### src/rtl/sim_run_sequencer.sv
// sim_run_sequencer
// Scripted front-panel operator used in simulation. It takes one run command,
// then drives the soc_top panel in a fixed order: clear PU, arrange STRT
// (and check it reads back), optionally arrange SEL and C, optionally load
// the tape via the input device, then start execution. It then watches the
// PU until it has been stopped and quiet for IDLE_HOLD consecutive cycles.
// At the end it reports a status code and the cycle count of the run.
//
// Ports
//   clk, resetn          clock; asynchronous active-low reset
//   cmd_val / cmd_rdy    command handshake (see below)
//   cmd_strt, cmd_sel    STRT / SEL values to arrange
//   cmd_c                register C value to arrange
//   cmd_flags            [0] arrange SEL, [1] arrange C, [2] tape load
//   pnl_pu_state         PU state from soc_top, 3'o0 = stopped
//   pnl_input_active     input device busy
//   pnl_output_active    output device busy
//   pnl_strt_value       STRT readback
//   btn_*                one-cycle button pulses to the panel
//   pnl_do_arr_*         one-cycle arrange strobes to the panel
//   pnl_arr_*_value      arrange data, held from the last accepted command
//   done                 one-cycle pulse at the end of a sequence
//   status               0 OK, 1 TIMEOUT, 2 STRT_MISMATCH, 3 NO_START
//   run_cycles           cycles spent in RUN_WAIT, saturating
//   dbg_state            current FSM state encoding
//
// Handshake: a command transfers on a rising clk edge where cmd_val and
// cmd_rdy are both 1. cmd_rdy is 1 only while idle; cmd_val while busy is
// dropped, not queued. The sender may change cmd_* freely after transfer.
module sim_run_sequencer #(
  parameter int unsigned IDLE_HOLD = 255,
  parameter int unsigned TIMEOUT   = 1048576,
  parameter int unsigned START_WIN = 16
) (
  input  logic        clk,
  input  logic        resetn,
  input  logic        cmd_val,
  output logic        cmd_rdy,
  input  logic [11:0] cmd_strt,
  input  logic [11:0] cmd_sel,
  input  logic [30:0] cmd_c,
  input  logic [2:0]  cmd_flags,
  input  logic [2:0]  pnl_pu_state,
  input  logic        pnl_input_active,
  input  logic        pnl_output_active,
  input  logic [11:0] pnl_strt_value,
  output logic        btn_clear_pu,
  output logic        btn_start_input,
  output logic        btn_start_pulse,
  output logic        pnl_do_arr_strt,
  output logic        pnl_do_arr_sel,
  output logic        pnl_do_arr_c,
  output logic [11:0] pnl_arr_strt_value,
  output logic [11:0] pnl_arr_sel_value,
  output logic [30:0] pnl_arr_reg_c_value,
  output logic        done,
  output logic [1:0]  status,
  output logic [31:0] run_cycles,
  output logic [3:0]  dbg_state
);

  typedef enum logic [3:0] {
    S_IDLE, S_CLEAR, S_ARR_STRT, S_CHK_STRT, S_ARR_SEL, S_ARR_C,
    S_LOAD_GO, S_LOAD_WAIT, S_RUN_GO, S_RUN_WAIT, S_DONE
  } state_t;

  localparam logic [1:0] ST_OK       = 2'd0;
  localparam logic [1:0] ST_TIMEOUT  = 2'd1;
  localparam logic [1:0] ST_MISMATCH = 2'd2;
  localparam logic [1:0] ST_NO_START = 2'd3;

  state_t      state, state_nxt;
  logic [1:0]  fin_status;
  logic [2:0]  flags_q;
  // win_cnt counts cycles since the go pulse (set to 1 on the pulse cycle),
  // so the no-start abort lands exactly START_WIN cycles after the pulse.
  logic [31:0] win_cnt;
  logic [31:0] tmo_cnt;
  logic [31:0] quiet_cnt;
  logic        started;
  logic        quiet;

  assign dbg_state = state;
  assign quiet = (pnl_pu_state == 3'o0) && !pnl_input_active && !pnl_output_active;

  function automatic logic [31:0] sat_inc(input logic [31:0] v);
    return (v == 32'hFFFF_FFFF) ? v : v + 32'd1;
  endfunction

  // Optional states are chained; each helper skips the ones not requested.
  function automatic state_t after_c(input logic [2:0] f);
    return f[2] ? S_LOAD_GO : S_RUN_GO;
  endfunction
  function automatic state_t after_sel(input logic [2:0] f);
    return f[1] ? S_ARR_C : after_c(f);
  endfunction
  function automatic state_t after_chk(input logic [2:0] f);
    return f[0] ? S_ARR_SEL : after_sel(f);
  endfunction

  always_comb begin
    state_nxt  = state;
    fin_status = ST_OK;
    case (state)
      S_IDLE:     if (cmd_val && cmd_rdy) state_nxt = S_CLEAR;
      S_CLEAR:    state_nxt = S_ARR_STRT;
      S_ARR_STRT: state_nxt = S_CHK_STRT;
      S_CHK_STRT: begin
        // Second cycle in this state: readback has had two cycles to settle.
        if (win_cnt == 32'd1) begin
          if (pnl_strt_value != pnl_arr_strt_value) begin
            state_nxt  = S_DONE;
            fin_status = ST_MISMATCH;
          end else begin
            state_nxt = after_chk(flags_q);
          end
        end
      end
      S_ARR_SEL:  state_nxt = after_sel(flags_q);
      S_ARR_C:    state_nxt = after_c(flags_q);
      S_LOAD_GO:  state_nxt = S_LOAD_WAIT;
      S_LOAD_WAIT: begin
        if (!started && !pnl_input_active && win_cnt >= START_WIN - 1) begin
          state_nxt  = S_DONE;
          fin_status = ST_NO_START;
        end else if (started && !pnl_input_active) begin
          state_nxt = S_RUN_GO;
        end else if (tmo_cnt >= TIMEOUT - 1) begin
          state_nxt  = S_DONE;
          fin_status = ST_TIMEOUT;
        end
      end
      S_RUN_GO:   state_nxt = S_RUN_WAIT;
      S_RUN_WAIT: begin
        if (!started && pnl_pu_state == 3'o0 && win_cnt >= START_WIN - 1) begin
          state_nxt  = S_DONE;
          fin_status = ST_NO_START;
        end else if (started && quiet && quiet_cnt >= IDLE_HOLD - 1) begin
          state_nxt  = S_DONE;
          fin_status = ST_OK;
        end else if (tmo_cnt >= TIMEOUT - 1) begin
          state_nxt  = S_DONE;
          fin_status = ST_TIMEOUT;
        end
      end
      S_DONE:     state_nxt = S_IDLE;
      default:    state_nxt = S_IDLE;
    endcase
  end

  always_ff @(posedge clk or negedge resetn) begin
    if (!resetn) begin
      state               <= S_IDLE;
      cmd_rdy             <= 1'b1;
      btn_clear_pu        <= 1'b0;
      btn_start_input     <= 1'b0;
      btn_start_pulse     <= 1'b0;
      pnl_do_arr_strt     <= 1'b0;
      pnl_do_arr_sel      <= 1'b0;
      pnl_do_arr_c        <= 1'b0;
      pnl_arr_strt_value  <= '0;
      pnl_arr_sel_value   <= '0;
      pnl_arr_reg_c_value <= '0;
      flags_q             <= '0;
      done                <= 1'b0;
      status              <= ST_OK;
      run_cycles          <= '0;
      win_cnt             <= '0;
      tmo_cnt             <= '0;
      quiet_cnt           <= '0;
      started             <= 1'b0;
    end else begin
      state <= state_nxt;
      // Every pulse state lasts exactly one cycle, so registering "next state
      // is X" gives a clean single-cycle pulse aligned with that state.
      cmd_rdy         <= (state_nxt == S_IDLE);
      btn_clear_pu    <= (state_nxt == S_CLEAR);
      pnl_do_arr_strt <= (state_nxt == S_ARR_STRT);
      pnl_do_arr_sel  <= (state_nxt == S_ARR_SEL);
      pnl_do_arr_c    <= (state_nxt == S_ARR_C);
      btn_start_input <= (state_nxt == S_LOAD_GO);
      btn_start_pulse <= (state_nxt == S_RUN_GO);
      done            <= (state_nxt == S_DONE);
      if (state_nxt == S_DONE) status <= fin_status;

      case (state)
        S_IDLE: begin
          if (cmd_val && cmd_rdy) begin
            pnl_arr_strt_value  <= cmd_strt;
            pnl_arr_sel_value   <= cmd_sel;
            pnl_arr_reg_c_value <= cmd_c;
            flags_q             <= cmd_flags;
            status              <= ST_OK;
            run_cycles          <= '0;
            win_cnt             <= '0;
            tmo_cnt             <= '0;
            quiet_cnt           <= '0;
            started             <= 1'b0;
          end
        end
        S_CHK_STRT: win_cnt <= sat_inc(win_cnt);
        S_LOAD_GO, S_RUN_GO: begin
          win_cnt   <= 32'd1;
          tmo_cnt   <= '0;
          quiet_cnt <= '0;
          started   <= 1'b0;
        end
        S_LOAD_WAIT: begin
          tmo_cnt <= sat_inc(tmo_cnt);
          if (!started) begin
            if (pnl_input_active) started <= 1'b1;
            else                  win_cnt <= sat_inc(win_cnt);
          end
        end
        S_RUN_WAIT: begin
          tmo_cnt    <= sat_inc(tmo_cnt);
          run_cycles <= sat_inc(run_cycles);
          if (!started) begin
            if (pnl_pu_state != 3'o0) started <= 1'b1;
            else                      win_cnt <= sat_inc(win_cnt);
          end else if (quiet) begin
            quiet_cnt <= sat_inc(quiet_cnt);
          end else begin
            // Any single busy cycle restarts the stop window.
            quiet_cnt <= '0;
          end
        end
        default: ;
      endcase
    end
  end

endmodule
### config.mk
export PLATFORM = sky130hd
export DESIGN_NAME = sim_run_sequencer
export DESIGN_NICKNAME = d
export VERILOG_FILES = /design/src/rtl/sim_run_sequencer.sv
export SDC_FILE = /design/constraint.sdc
export NUM_CORES = 1
export LEC_CHECK = 0
export ABC_AREA = 0
export BUFFER_PORTS_ARGS = -buffer_cell sky130_fd_sc_hd__clkbuf_2
export CAP_MARGIN = 20
export CORE_MARGIN = 10
export CORE_UTILIZATION = 61
export CTS_CLUSTER_DIAMETER = 120
export DETAILED_ROUTE_END_ITERATION = 8
export GPL_ROUTABILITY_DRIVEN = 0
export PLACE_DENSITY = 0.87
export SYNTH_ARGS = -nofsm -noshare
export SYNTH_HDL_FRONTEND = slang
export SYNTH_SLANG_ARGS = --single-unit
### constraint.sdc
create_clock -name clk -period 5 [get_ports clk]
set_input_delay 0.5 -clock clk [delete_from_list [all_inputs] [get_ports clk]]
set_output_delay 0.5 -clock clk [all_outputs]
set_load 0.02 [all_outputs]
==> impl_metrics.toml, run 1 <==
[floorplanning]
top_level_ports = 179
fp-row-count = 47
fp.dieW_um = 150
floorplan.die_area_mm2 = 0.0224
die_height_um = 150
placeableCoreArea_mm2 = 0.0165
initial_utilization_pct = 62.1

[critical_path]
cp-end-kind = "flop"
setup.worst_path.class = "flop to flop"
setup.worst_path.start_class = "flop"
critical-path-top-delay-family = "simple AND/OR/NAND/NOR gates"
worstPathBufferInverterCount = 1
critPathMaxFanout = 21
cp.arrival_ps = 3430
data_required_critical_path_ps = 5350
path_cells = "nor4bb_1, nand4_1, nor4_1, or2_0, buf_6, nor3_1, xnor2_1, nor2_1"
longest_individual_stage_delay_on_the_worst_path_ps = 730
critical_path.slowest_cell = "sky130_fd_sc_hd__dfrtp_1"

[cts]
tritoncts_num_sinks = 201
cts_buffer_depth = 3
post_cts_hold_buffer_count = 0
tritoncts = "done"
cts-buffers-inserted = 22
cts_htree_levels = 1
clk-insertion-delay-late_ps = 510
cts.reportedPaths.clkPinSlew_ps = 60
clockRootBuffer = "sky130_fd_sc_hd__clkbuf_16"
cts_resized = 0
cts_post_setup_buffers_inserted = 0

[synth]
ys_ff_latch = 201
synth-edff-count = 0
adder_cell_area_share_of_the_yosys_netlist_pct = 0.732
compound_gate_fraction_of_synth_area_pct = 7.50
ys_warn_count = 0
netlist-cell-type-count = 70
synthCells = 1028
mappedNetlistArea_mm2 = 0.0103
synth-main-ff-cell = "sky130_fd_sc_hd__dfrtp_1"
largest_family_of_logic_cells_by_synthesized_area = "simple AND/OR/NAND/NOR gates"
yosysSeqAreaShare_pct = 49.0
synth-async-reset-ratio_pct = 100
yosys.area_share.xor_xnor_pct = 8.45
syn-mean-instance-area_um2 = 9.98
synth_mux_area_share_pct = 6.67
yosys.area_share.simple_pct = 24.8
synthesis.nets = 1112

[sta]
hold_viol = 0
unrepaired_setup_endpoints_after_global_routing = "no"
final.hold.worst_slack_ps = 37.9
worst-slew-pin-transition_ps = 1050
drv_slew = 0
slew-limit-headroom_pct = 29.8
finalCritPeriodShare_pct = 61.6
fin_crit_ps = 3080
finClkSkew_ps = 11.6
fin_tns_setup_ps = 0
final-setup-viol-count = 0
timing.fmax_ghz = 0.325

[drt]
totalWireLength_um = 27500
dr_wl_met2_um = 13300
drcViolationCount = 0
wirelength_met1_um = 10900
drt_iter0_markers = 622
detailed_route_wire_length_per_cell_um = 19.3
vias_per_cell = 6.10
dr.max_layer_used = "met4"
met3_length_um = 2350
num_vias = 8715
antenna_violating_nets_post_route = 0
dr.pass1.iters = 5

[layout]
instances_no_fill = 1429
nets = 1276
area_growth_pct = 17.7
final_util_pct = 73.1
final_layout_size_suffix_gt1_share_pct = 25.0
final.fill_count = 1120

[power_and_ir_drop]
power_frac_comb_pct = 27.4
netSwitchingPower_w = 0.00196
share_seq_of_total_power_pct = 41.0
finalPower_w = 0.00557
p_clk_share_pct = 31.6
peakVddDrop_v = 0.000419
power.share.switching_pct = 35.1
power_density_normalized_to_cell_area_mw_per_mm2 = 461
internal_power_w = 0.00361
power.leakage_nw = 5.48

[global_route]
grt_start_max_net_pins = 92
initial_antenna_violation_count = 3
globalRouteTotalUtil_pct = 23.9
global_route.overflow_total = 0
grt_first_pass_wirelength_um = 44400
grt_pass1_vias = 8804

[placement]
post-place-cells = 1387
detailed_place_hpwl_um = 19000
numPortBuffers = 178

[flow_run]
maxCapViolations = 0

[status]
status = "complete, no violations"

[min_path]
hold_class = "primary input to asynchronous set/reset pin"
==> cell type report <==
type,count,area [um2],share of cell area [%]
flip-flops and latches,201,5030,41.7
multi-input cells,763,4950,41.0
repair buffers,186,963,7.98
clock buffers,30,631,5.22
well taps,220,275,2.28
clock inverters,8,155,1.28
inverters,18,67.6,0.559
diodes,3,7.51,0.0622
==> cell usage in the layout, fill, tap and decap left out, types with 7 or more instances in the layout <==
cell and n:
sky130_fd_sc_hd__and3_1 22, sky130_fd_sc_hd__dfrtp_1 200, sky130_fd_sc_hd__nand4_1 39, sky130_fd_sc_hd__inv_1 18, sky130_fd_sc_hd__nor2_1 122, sky130_fd_sc_hd__o31ai_1 14, sky130_fd_sc_hd__nand2b_1 9, sky130_fd_sc_hd__o21ai_0 46
sky130_fd_sc_hd__a21oi_1 31, sky130_fd_sc_hd__clkbuf_2 177, sky130_fd_sc_hd__xor2_1 57, sky130_fd_sc_hd__nor3_1 29, sky130_fd_sc_hd__or4_1 8, sky130_fd_sc_hd__and2_1 12, sky130_fd_sc_hd__xnor2_1 42, sky130_fd_sc_hd__mux2_2 59
sky130_fd_sc_hd__and4_1 14, sky130_fd_sc_hd__nand3_1 51, sky130_fd_sc_hd__nor4_1 31, sky130_fd_sc_hd__buf_4 7, sky130_fd_sc_hd__nand2_1 66, sky130_fd_sc_hd__clkbuf_16 22, sky130_fd_sc_hd__or3_1 21
==> final timing paths <==
kind                                                    startpoint                                  to  slack (ps)  cells past startpoint
worst min-delay path                                        resetn             win_cnt[15]$_DFFE_PN0P_          40                      1
max in group asynchronous                                   resetn              win_cnt[3]$_DFFE_PN0P_        3840                      2
worst min register to register  pnl_arr_reg_c_value[4]$_DFFE_PN0P_  pnl_arr_reg_c_value[4]$_DFFE_PN0P_         510                      1
worst max-delay path                        dbg_state[0]$_DFF_PN0_           quiet_cnt[18]$_DFFE_PN0P_        1920                      8
min in group clk                                        cmd_sel[3]    pnl_arr_sel_value[3]$_DFFE_PN0P_         220                      2
worst max register to register              dbg_state[0]$_DFF_PN0_           quiet_cnt[18]$_DFFE_PN0P_        1920                      8
==> Yosys cell counts, drive strengths merged (7+ instances only) <==
master,count,area (um2)
a21oi,32,164
and2,12,75.1
and3,25,160
and4,17,154
buf,25,134
clkbuf,20,75.1
dfrtp,200,5000
inv,18,67.6
mux2,59,664
nand2,66,248
nand2b,9,56.3
nand3,54,293
nand4,40,265
nor2,123,462
nor3,29,145
nor3b,7,57.6
nor4,32,206
o21ai,49,245
o31ai,15,118
or3,22,139
or4,8,60.1
xnor2,42,368
xor2,57,499
==> cells by family after synthesis <==
logic type               Yosys count
multiplexers                      61
AND/OR/NAND/NOR                  470
buffers and inverters             64
flip-flops                       201
XOR/XNOR                          99
adder cells (fa/ha/maj)            6
AO/OA/AOI/OAI                    127
==> per-stage QoR <==
step	cell area (um2)	setup WS, ps
2_1_floorplan	10300	2510
3_3_place_gp	11300	1670
3_5_place_dp	11300	1440
4_1_cts	12100	1470
5_1_grt	12100	1580
6_report	12100	1920
==> flip-flops by register name, summed over array words and instances (netlist names) <==
name                 cells
done                     1
cmd_rdy                  1
flags_q                  3
run_cycles              32
pnl_do_arr_sel           1
btn_clear_pu             1
status                   2
btn_start_pulse          1
dbg_state                4
tmo_cnt                 32
quiet_cnt               32
pnl_arr_reg_c_value     31
pnl_do_arr_strt          1
started                  1
btn_start_input          1
win_cnt                 32
pnl_arr_strt_value      12
pnl_arr_sel_value       12
pnl_do_arr_c             1
==> power groups by stage <==
| stage | clock network [W] | registers [W] | logic, W |
|---|---|---|---|
| after detailed placement | 0 | 0.00229 | 0.00152 |
| after floorplan | 0 | 0.00255 | 0.000658 |
| after CTS | 0.00177 | 0.00228 | 0.00154 |
| after global placement | 0 | 0.00227 | 0.00148 |
| after global routing | 0.00184 | 0.00233 | 0.00166 |
| final | 0.00176 | 0.00228 | 0.00153 |
==> metal layers <==
| layer | up-vias | GRT usage (%) |
|---|---|---|
| met4 | 0 | 8.55 |
| met1 | 4299 | 28.3 |
| met5 | - | 0 |
| met3 | 67 | 8.15 |
| li1 | 4019 | - |
| met2 | 330 | 39.7 |
Note: power is estimated with default switching activity, not from simulation.
==> run 2, diff against run 1 <==
--- a/config.mk
+++ b/config.mk
@@ -9,11 +9,11 @@
 export BUFFER_PORTS_ARGS = -buffer_cell sky130_fd_sc_hd__clkbuf_2
 export CAP_MARGIN = 20
 export CORE_MARGIN = 10
-export CORE_UTILIZATION = 61
+export CORE_UTILIZATION = 57
 export CTS_CLUSTER_DIAMETER = 120
 export DETAILED_ROUTE_END_ITERATION = 8
 export GPL_ROUTABILITY_DRIVEN = 0
-export PLACE_DENSITY = 0.87
+export PLACE_DENSITY = 0.82
 export SYNTH_ARGS = -nofsm -noshare
 export SYNTH_HDL_FRONTEND = slang
 export SYNTH_SLANG_ARGS = --single-unit
==> constraint.sdc (replaced) <==
create_clock -name clk -period 3.2 [get_ports clk]
set_input_delay 0.32 -clock clk [delete_from_list [all_inputs] [get_ports clk]]
set_output_delay 0.32 -clock clk [all_outputs]
set_load 0.02 [all_outputs]
==> impl_metrics.toml, run 2 (synthesis gave the netlist of run 1 again) <==
[drt]
detailed_route_wire_length_per_cell_um = 18.6
dr.pass1.iters = 6
drcViolationCount = 0
totalWireLength_um = 26900
drt_iter0_markers = 555
vias_per_cell = 5.98
num_vias = 8633
antenna_violating_nets_post_route = 0

[critical_path]
data_required_critical_path_ps = 3650
worstPathBufferInverterCount = 0
setup.worst_path.start_class = "flop"
critical-path-top-delay-family = "simple AND/OR/NAND/NOR gates"
cp-end-kind = "flop"
cp.arrival_ps = 3260
setup.worst_path.class = "flop to flop"
r2r-start = "dbg_state[1]$_DFF_PN0_"
critical_path.slowest_cell = "sky130_fd_sc_hd__dfrtp_1"
rrSetupSlack_ps = 390
rr_endpoint = "win_cnt[19]$_DFFE_PN0P_"
critPathMaxFanout = 21
path_cells = "nor2b_1, o21ai_0, a21oi_1, nand4_1, or3_2, a21oi_1"
crit_top_cell = "sky130_fd_sc_hd__a21oi_1"
r2r.worst_path.cells = 6
longest_individual_stage_delay_on_the_worst_path_ps = 730

[global_route]
globalRouteTotalUtil_pct = 22.3
grt_first_pass_wirelength_um = 44900
global_route.overflow_total = 0
initial_antenna_violation_count = 0
grt_pass1_vias = 8624
grt_start_max_net_pins = 100

[floorplanning]
fp-row-count = 48
placeableCoreArea_mm2 = 0.0175
floorplan.die_area_mm2 = 0.0238
fp.dieW_um = 154
die_height_um = 154
initial_utilization_pct = 58.7
top_level_ports = 179

[cts]
cts_buffer_depth = 3
clockRootBuffer = "sky130_fd_sc_hd__clkbuf_16"
tritoncts = "done"
cts_post_setup_buffers_inserted = 0
cts_htree_levels = 1
cts.reportedPaths.clkPinSlew_ps = 60
cts_resized = 0
clk-insertion-delay-late_ps = 530
tritoncts_num_sinks = 201
cts-buffers-inserted = 23

[layout]
final_util_pct = 69.7
nets = 1286
area_growth_pct = 18.7
final_common_cell = "sky130_fd_sc_hd__dfrtp_1"
final_layout_size_suffix_gt1_share_pct = 25.7
antenna-diode-count = 0
final_cell_mix = "sky130_fd_sc_hd__dfrtp_1, sky130_fd_sc_hd__clkbuf_2, sky130_fd_sc_hd__nor2_1, sky130_fd_sc_hd__nand2_1, sky130_fd_sc_hd__mux2_2"

[min_path]
min_delay_path_depth = 2
worstHoldStart = "cmd_sel[9]"
whs_endpoint = "pnl_arr_sel_value[9]$_DFFE_PN0P_"
hold_class = "primary input to flop"

[sta]
hold_viol = 0
finClkSkew_ps = 15.3
unrepaired_setup_endpoints_after_global_routing = "no"
final.hold.worst_slack_ps = 16.9
drv_slew = 0
worst-slew-pin-transition_ps = 773
fin_tns_setup_ps = 0
slew-limit-headroom_pct = 48.5
timing.fmax_ghz = 0.356
final-setup-viol-count = 0
fin_crit_ps = 2810
finalCritPeriodShare_pct = 87.8

[status]
status = "complete, no violations"

[power_and_ir_drop]
power.share.switching_pct = 35.6
power_frac_comb_pct = 28.2
p_clk_share_pct = 31.0
netSwitchingPower_w = 0.00310
internal_power_w = 0.00559
peakVddDrop_v = 0.000784
share_seq_of_total_power_pct = 40.7
power.leakage_nw = 5.54
power_density_normalized_to_cell_area_mw_per_mm2 = 714

[placement]
detailed_place_hpwl_um = 19200
numPortBuffers = 178

[flow_run]
maxCapViolations = 0
[run 2: cell types whose count changed in the layout (fill, tap and decap cells not counted)]
cell	before	now
sky130_fd_sc_hd__buf_4	7	13
sky130_fd_sc_hd__buf_12	0	3
sky130_fd_sc_hd__clkinv_2	2	5
sky130_fd_sc_hd__diode_2	3	0
sky130_fd_sc_hd__bufinv_16	4	2
sky130_fd_sc_hd__buf_6	1	0
sky130_fd_sc_hd__clkbuf_1	3	4
sky130_fd_sc_hd__clkbuf_16	22	23
sky130_fd_sc_hd__clkinv_8	1	0
sky130_fd_sc_hd__dlygate4sd3_1	0	1
sky130_fd_sc_hd__inv_16	0	1
sky130_fd_sc_hd__inv_6	0	1
[run 2: how the worst max path moves through the flow]
stage	slack, ps	end	cells past startpoint	start
finish	390	win_cnt[19]$_DFFE_PN0P_	6	dbg_state[1]$_DFF_PN0_
global route	140	win_cnt[19]$_DFFE_PN0P_	6	dbg_state[1]$_DFF_PN0_
CTS	440	run_cycles[18]$_DFFE_PN0P_	9	run_cycles[0]$_DFFE_PN0P_
detailed placement	460	win_cnt[19]$_DFFE_PN0P_	6	dbg_state[1]$_DFF_PN0_
global placement	580	run_cycles[20]$_DFFE_PN0P_	9	run_cycles[0]$_DFFE_PN0P_
floorplan	710	run_cycles[10]$_DFFE_PN0P_	9	run_cycles[0]$_DFFE_PN0P_
[run 2: layer usage]
layer	up-vias	GRT usage (%)	wire (um)
li1	4041	-	-
met1	4212	27.4	10900
met2	323	36.1	12800
met3	57	7.81	2480
met4	0	6.30	721
met5	-	0	0
[run 2: area by class of cell]
class                      instances  area, um2
inverter                          18       67.6
clock buffer                      32        659
fill                            1302       5300
tap                              225        282
timing repair buffer             195       1070
sequential                       201       5030
clock inverter                    10        123
multi-input combinational        763       4950
[run 2: repair_timing]
action	4_1_cts	5_1_grt
hold buffers	1	0
setup endpoints to repair	0	0
hold endpoints to repair	95	0
[run 2: power by group through the flow]
| stage | sequential [W] | clock, W | combinational [W] |
|---|---|---|---|
| finish | 0.00354 | 0.00270 | 0.00245 |
| global route | 0.00362 | 0.00286 | 0.00266 |
| CTS | 0.00353 | 0.00274 | 0.00248 |
| detailed placement | 0.00356 | 0 | 0.00246 |
| global placement | 0.00353 | 0 | 0.00240 |
| floorplan | 0.00399 | 0 | 0.00103 |
[run 2: through the flow]
| stage | instance area (um2) | setup slack, ps | power [W] | cells |
|---|---|---|---|---|
| 2_1_floorplan | 10300 | 710 | 0.00501 | 1028 |
| 3_3_place_gp | 11400 | 577 | 0.00593 | 1401 |
| 3_5_place_dp | 11400 | 457 | 0.00602 | 1401 |
| 4_1_cts | 12200 | 436 | 0.00875 | 1444 |
| 5_1_grt | 12200 | 145 | 0.00913 | 1444 |
| 6_report | 12200 | 389 | 0.00869 | 1444 |
==> run 3, diff against run 2 <==
--- a/config.mk
+++ b/config.mk
@@ -8,6 +8,7 @@
 export ABC_AREA = 0
 export BUFFER_PORTS_ARGS = -buffer_cell sky130_fd_sc_hd__clkbuf_2
 export CAP_MARGIN = 20
+export CORE_ASPECT_RATIO = 0.5
 export CORE_MARGIN = 10
 export CORE_UTILIZATION = 57
 export CTS_CLUSTER_DIAMETER = 120
==> impl_metrics.toml, run 3 (synthesis gave the netlist of run 1 again) <==
[drt]
dr.pass1.iters = 5
drt_iter0_markers = 686
vias_per_cell = 5.93
num_vias = 8546
antenna_violating_nets_post_route = 0
totalWireLength_um = 26600
detailed_route_wire_length_per_cell_um = 18.4
drcViolationCount = 0

[sta]
finClkSkew_ps = 9.82
hold_viol = 0
final.hold.worst_slack_ps = 51.3
worst-slew-pin-transition_ps = 770
timing.fmax_ghz = 0.367
slew-limit-headroom_pct = 48.7
unrepaired_setup_endpoints_after_global_routing = "no"
drv_slew = 0
finalCritPeriodShare_pct = 85.2
final-setup-viol-count = 0
fin_tns_setup_ps = 0
fin_crit_ps = 2730

[critical_path]
cp.arrival_ps = 3090
critPathMaxFanout = 17
setup.worst_path.class = "flop to flop"
setup.worst_path.start_class = "flop"
cp-end-kind = "flop"
data_required_critical_path_ps = 3570

[global_route]
grt_pass1_vias = 8609
globalRouteTotalUtil_pct = 21.8
grt_first_pass_wirelength_um = 44000
initial_antenna_violation_count = 0
grt_start_max_net_pins = 97
global_route.overflow_total = 0

[layout]
final_layout_size_suffix_gt1_share_pct = 25.2
antenna-diode-count = 0
area_growth_pct = 17.5
final_cell_mix = "sky130_fd_sc_hd__dfrtp_1, sky130_fd_sc_hd__clkbuf_2, sky130_fd_sc_hd__nor2_1, sky130_fd_sc_hd__nand2_1, sky130_fd_sc_hd__mux2_2"
nets = 1279
final_common_cell = "sky130_fd_sc_hd__dfrtp_1"

[cts]
clk-insertion-delay-late_ps = 490
cts_resized = 0
tritoncts = "done"
tritoncts_num_sinks = 201
cts_htree_levels = 1
clockRootBuffer = "sky130_fd_sc_hd__clkbuf_16"
cts_post_setup_buffers_inserted = 0
cts_buffer_depth = 3
post_cts_hold_buffer_count = 1
cts-buffers-inserted = 19
cts.reportedPaths.clkPinSlew_ps = 70

[min_path]
hold_class = "primary input to flop"

[floorplanning]
fp-row-count = 34
fp.dieW_um = 210
floorplan.die_area_mm2 = 0.0241
initial_utilization_pct = 58.5
die_height_um = 115
placeableCoreArea_mm2 = 0.0175
top_level_ports = 179

[placement]
numPortBuffers = 178
detailed_place_hpwl_um = 19500

[flow_run]
maxCapViolations = 0

[power_and_ir_drop]
peakVddDrop_v = 0.000660
power_density_normalized_to_cell_area_mw_per_mm2 = 695
power.leakage_nw = 5.45

[status]
status = "complete, no violations"
## run 3: cell count changes in the layout (fill, tap and decap cells not counted)
cell,delta
sky130_fd_sc_hd__buf_12,+1
sky130_fd_sc_hd__buf_4,-4
sky130_fd_sc_hd__bufinv_16,+1
sky130_fd_sc_hd__clkbuf_1,-1
sky130_fd_sc_hd__clkbuf_16,-4
sky130_fd_sc_hd__clkbuf_8,-3
sky130_fd_sc_hd__clkinv_2,-1
sky130_fd_sc_hd__clkinvlp_4,+1
sky130_fd_sc_hd__inv_16,-1
sky130_fd_sc_hd__nor4bb_1,-1
sky130_fd_sc_hd__nor4bb_2,+1
## run 3: power by group
| group | switching [W] | total [W] | leakage (nW) | internal (W) |
|---|---|---|---|---|
| clock network | 0.000985 | 0.00238 | 0.319 | 0.00139 |
| logic | 0.00156 | 0.00249 | 2.46 | 0.000929 |
| registers | 0.000467 | 0.00351 | 2.68 | 0.00304 |
## run 3: area by class of cell
cell class / count / area, um2
fill: 1320 / 5470
sequential: 201 / 5030
multi-input combinational: 763 / 4950
timing repair buffer: 192 / 1060
clock buffer: 24 / 514
tap: 234 / 293
clock inverter: 10 / 135
inverter: 18 / 67.6
## run 3: worst paths after layout
kind | from | slack, ps | end | cells after the start
max in group asynchronous | resetn | 1940 | run_cycles[23]$_DFFE_PN0P_ | 3
min in group asynchronous | resetn | 470 | pnl_arr_reg_c_value[15]$_DFFE_PN0P_ | 2
hold / removal | cmd_c[30] | 50 | pnl_arr_reg_c_value[30]$_DFFE_PN0P_ | 2
hold reg to reg | pnl_arr_reg_c_value[20]$_DFFE_PN0P_ | 510 | pnl_arr_reg_c_value[20]$_DFFE_PN0P_ | 1
setup reg to reg | win_cnt[9]$_DFFE_PN0P_ | 470 | win_cnt[19]$_DFFE_PN0P_ | 7
setup / recovery | win_cnt[9]$_DFFE_PN0P_ | 470 | win_cnt[19]$_DFFE_PN0P_ | 7
## run 3: critical path: stages, from the launching register on
cell and delay, ps:
sky130_fd_sc_hd__dfrtp_1 450, sky130_fd_sc_hd__and4_4 290, sky130_fd_sc_hd__nand4_4 120, sky130_fd_sc_hd__nor4_2 620, sky130_fd_sc_hd__nand3_2 430, sky130_fd_sc_hd__nand4_1 450
sky130_fd_sc_hd__or3_2 180, sky130_fd_sc_hd__a21oi_1 60
## run 3: per-stage QoR
stage	setup slack (ps)	cells	utilization (%)	total power, W	area, um2
2_1_floorplan	710	1028	-	0.00501	10300
3_3_place_gp	591	1407	65.0	0.00593	11400
3_5_place_dp	498	1407	65.0	0.00603	11400
4_1_cts	484	1442	68.8	0.00843	12100
5_1_grt	99.5	1442	68.8	0.00879	12100
6_report	473	1442	68.8	0.00837	12100
## run 3: layer usage
metal | GRT usage [%] | vias up | wire, um
met4 | 5.62 | 0 | 493
met2 | 36.3 | 284 | 12800
met1 | 27.3 | 4215 | 11100
met5 | 0 | - | 0
li1 | - | 4010 | -
met3 | 6.69 | 37 | 2180
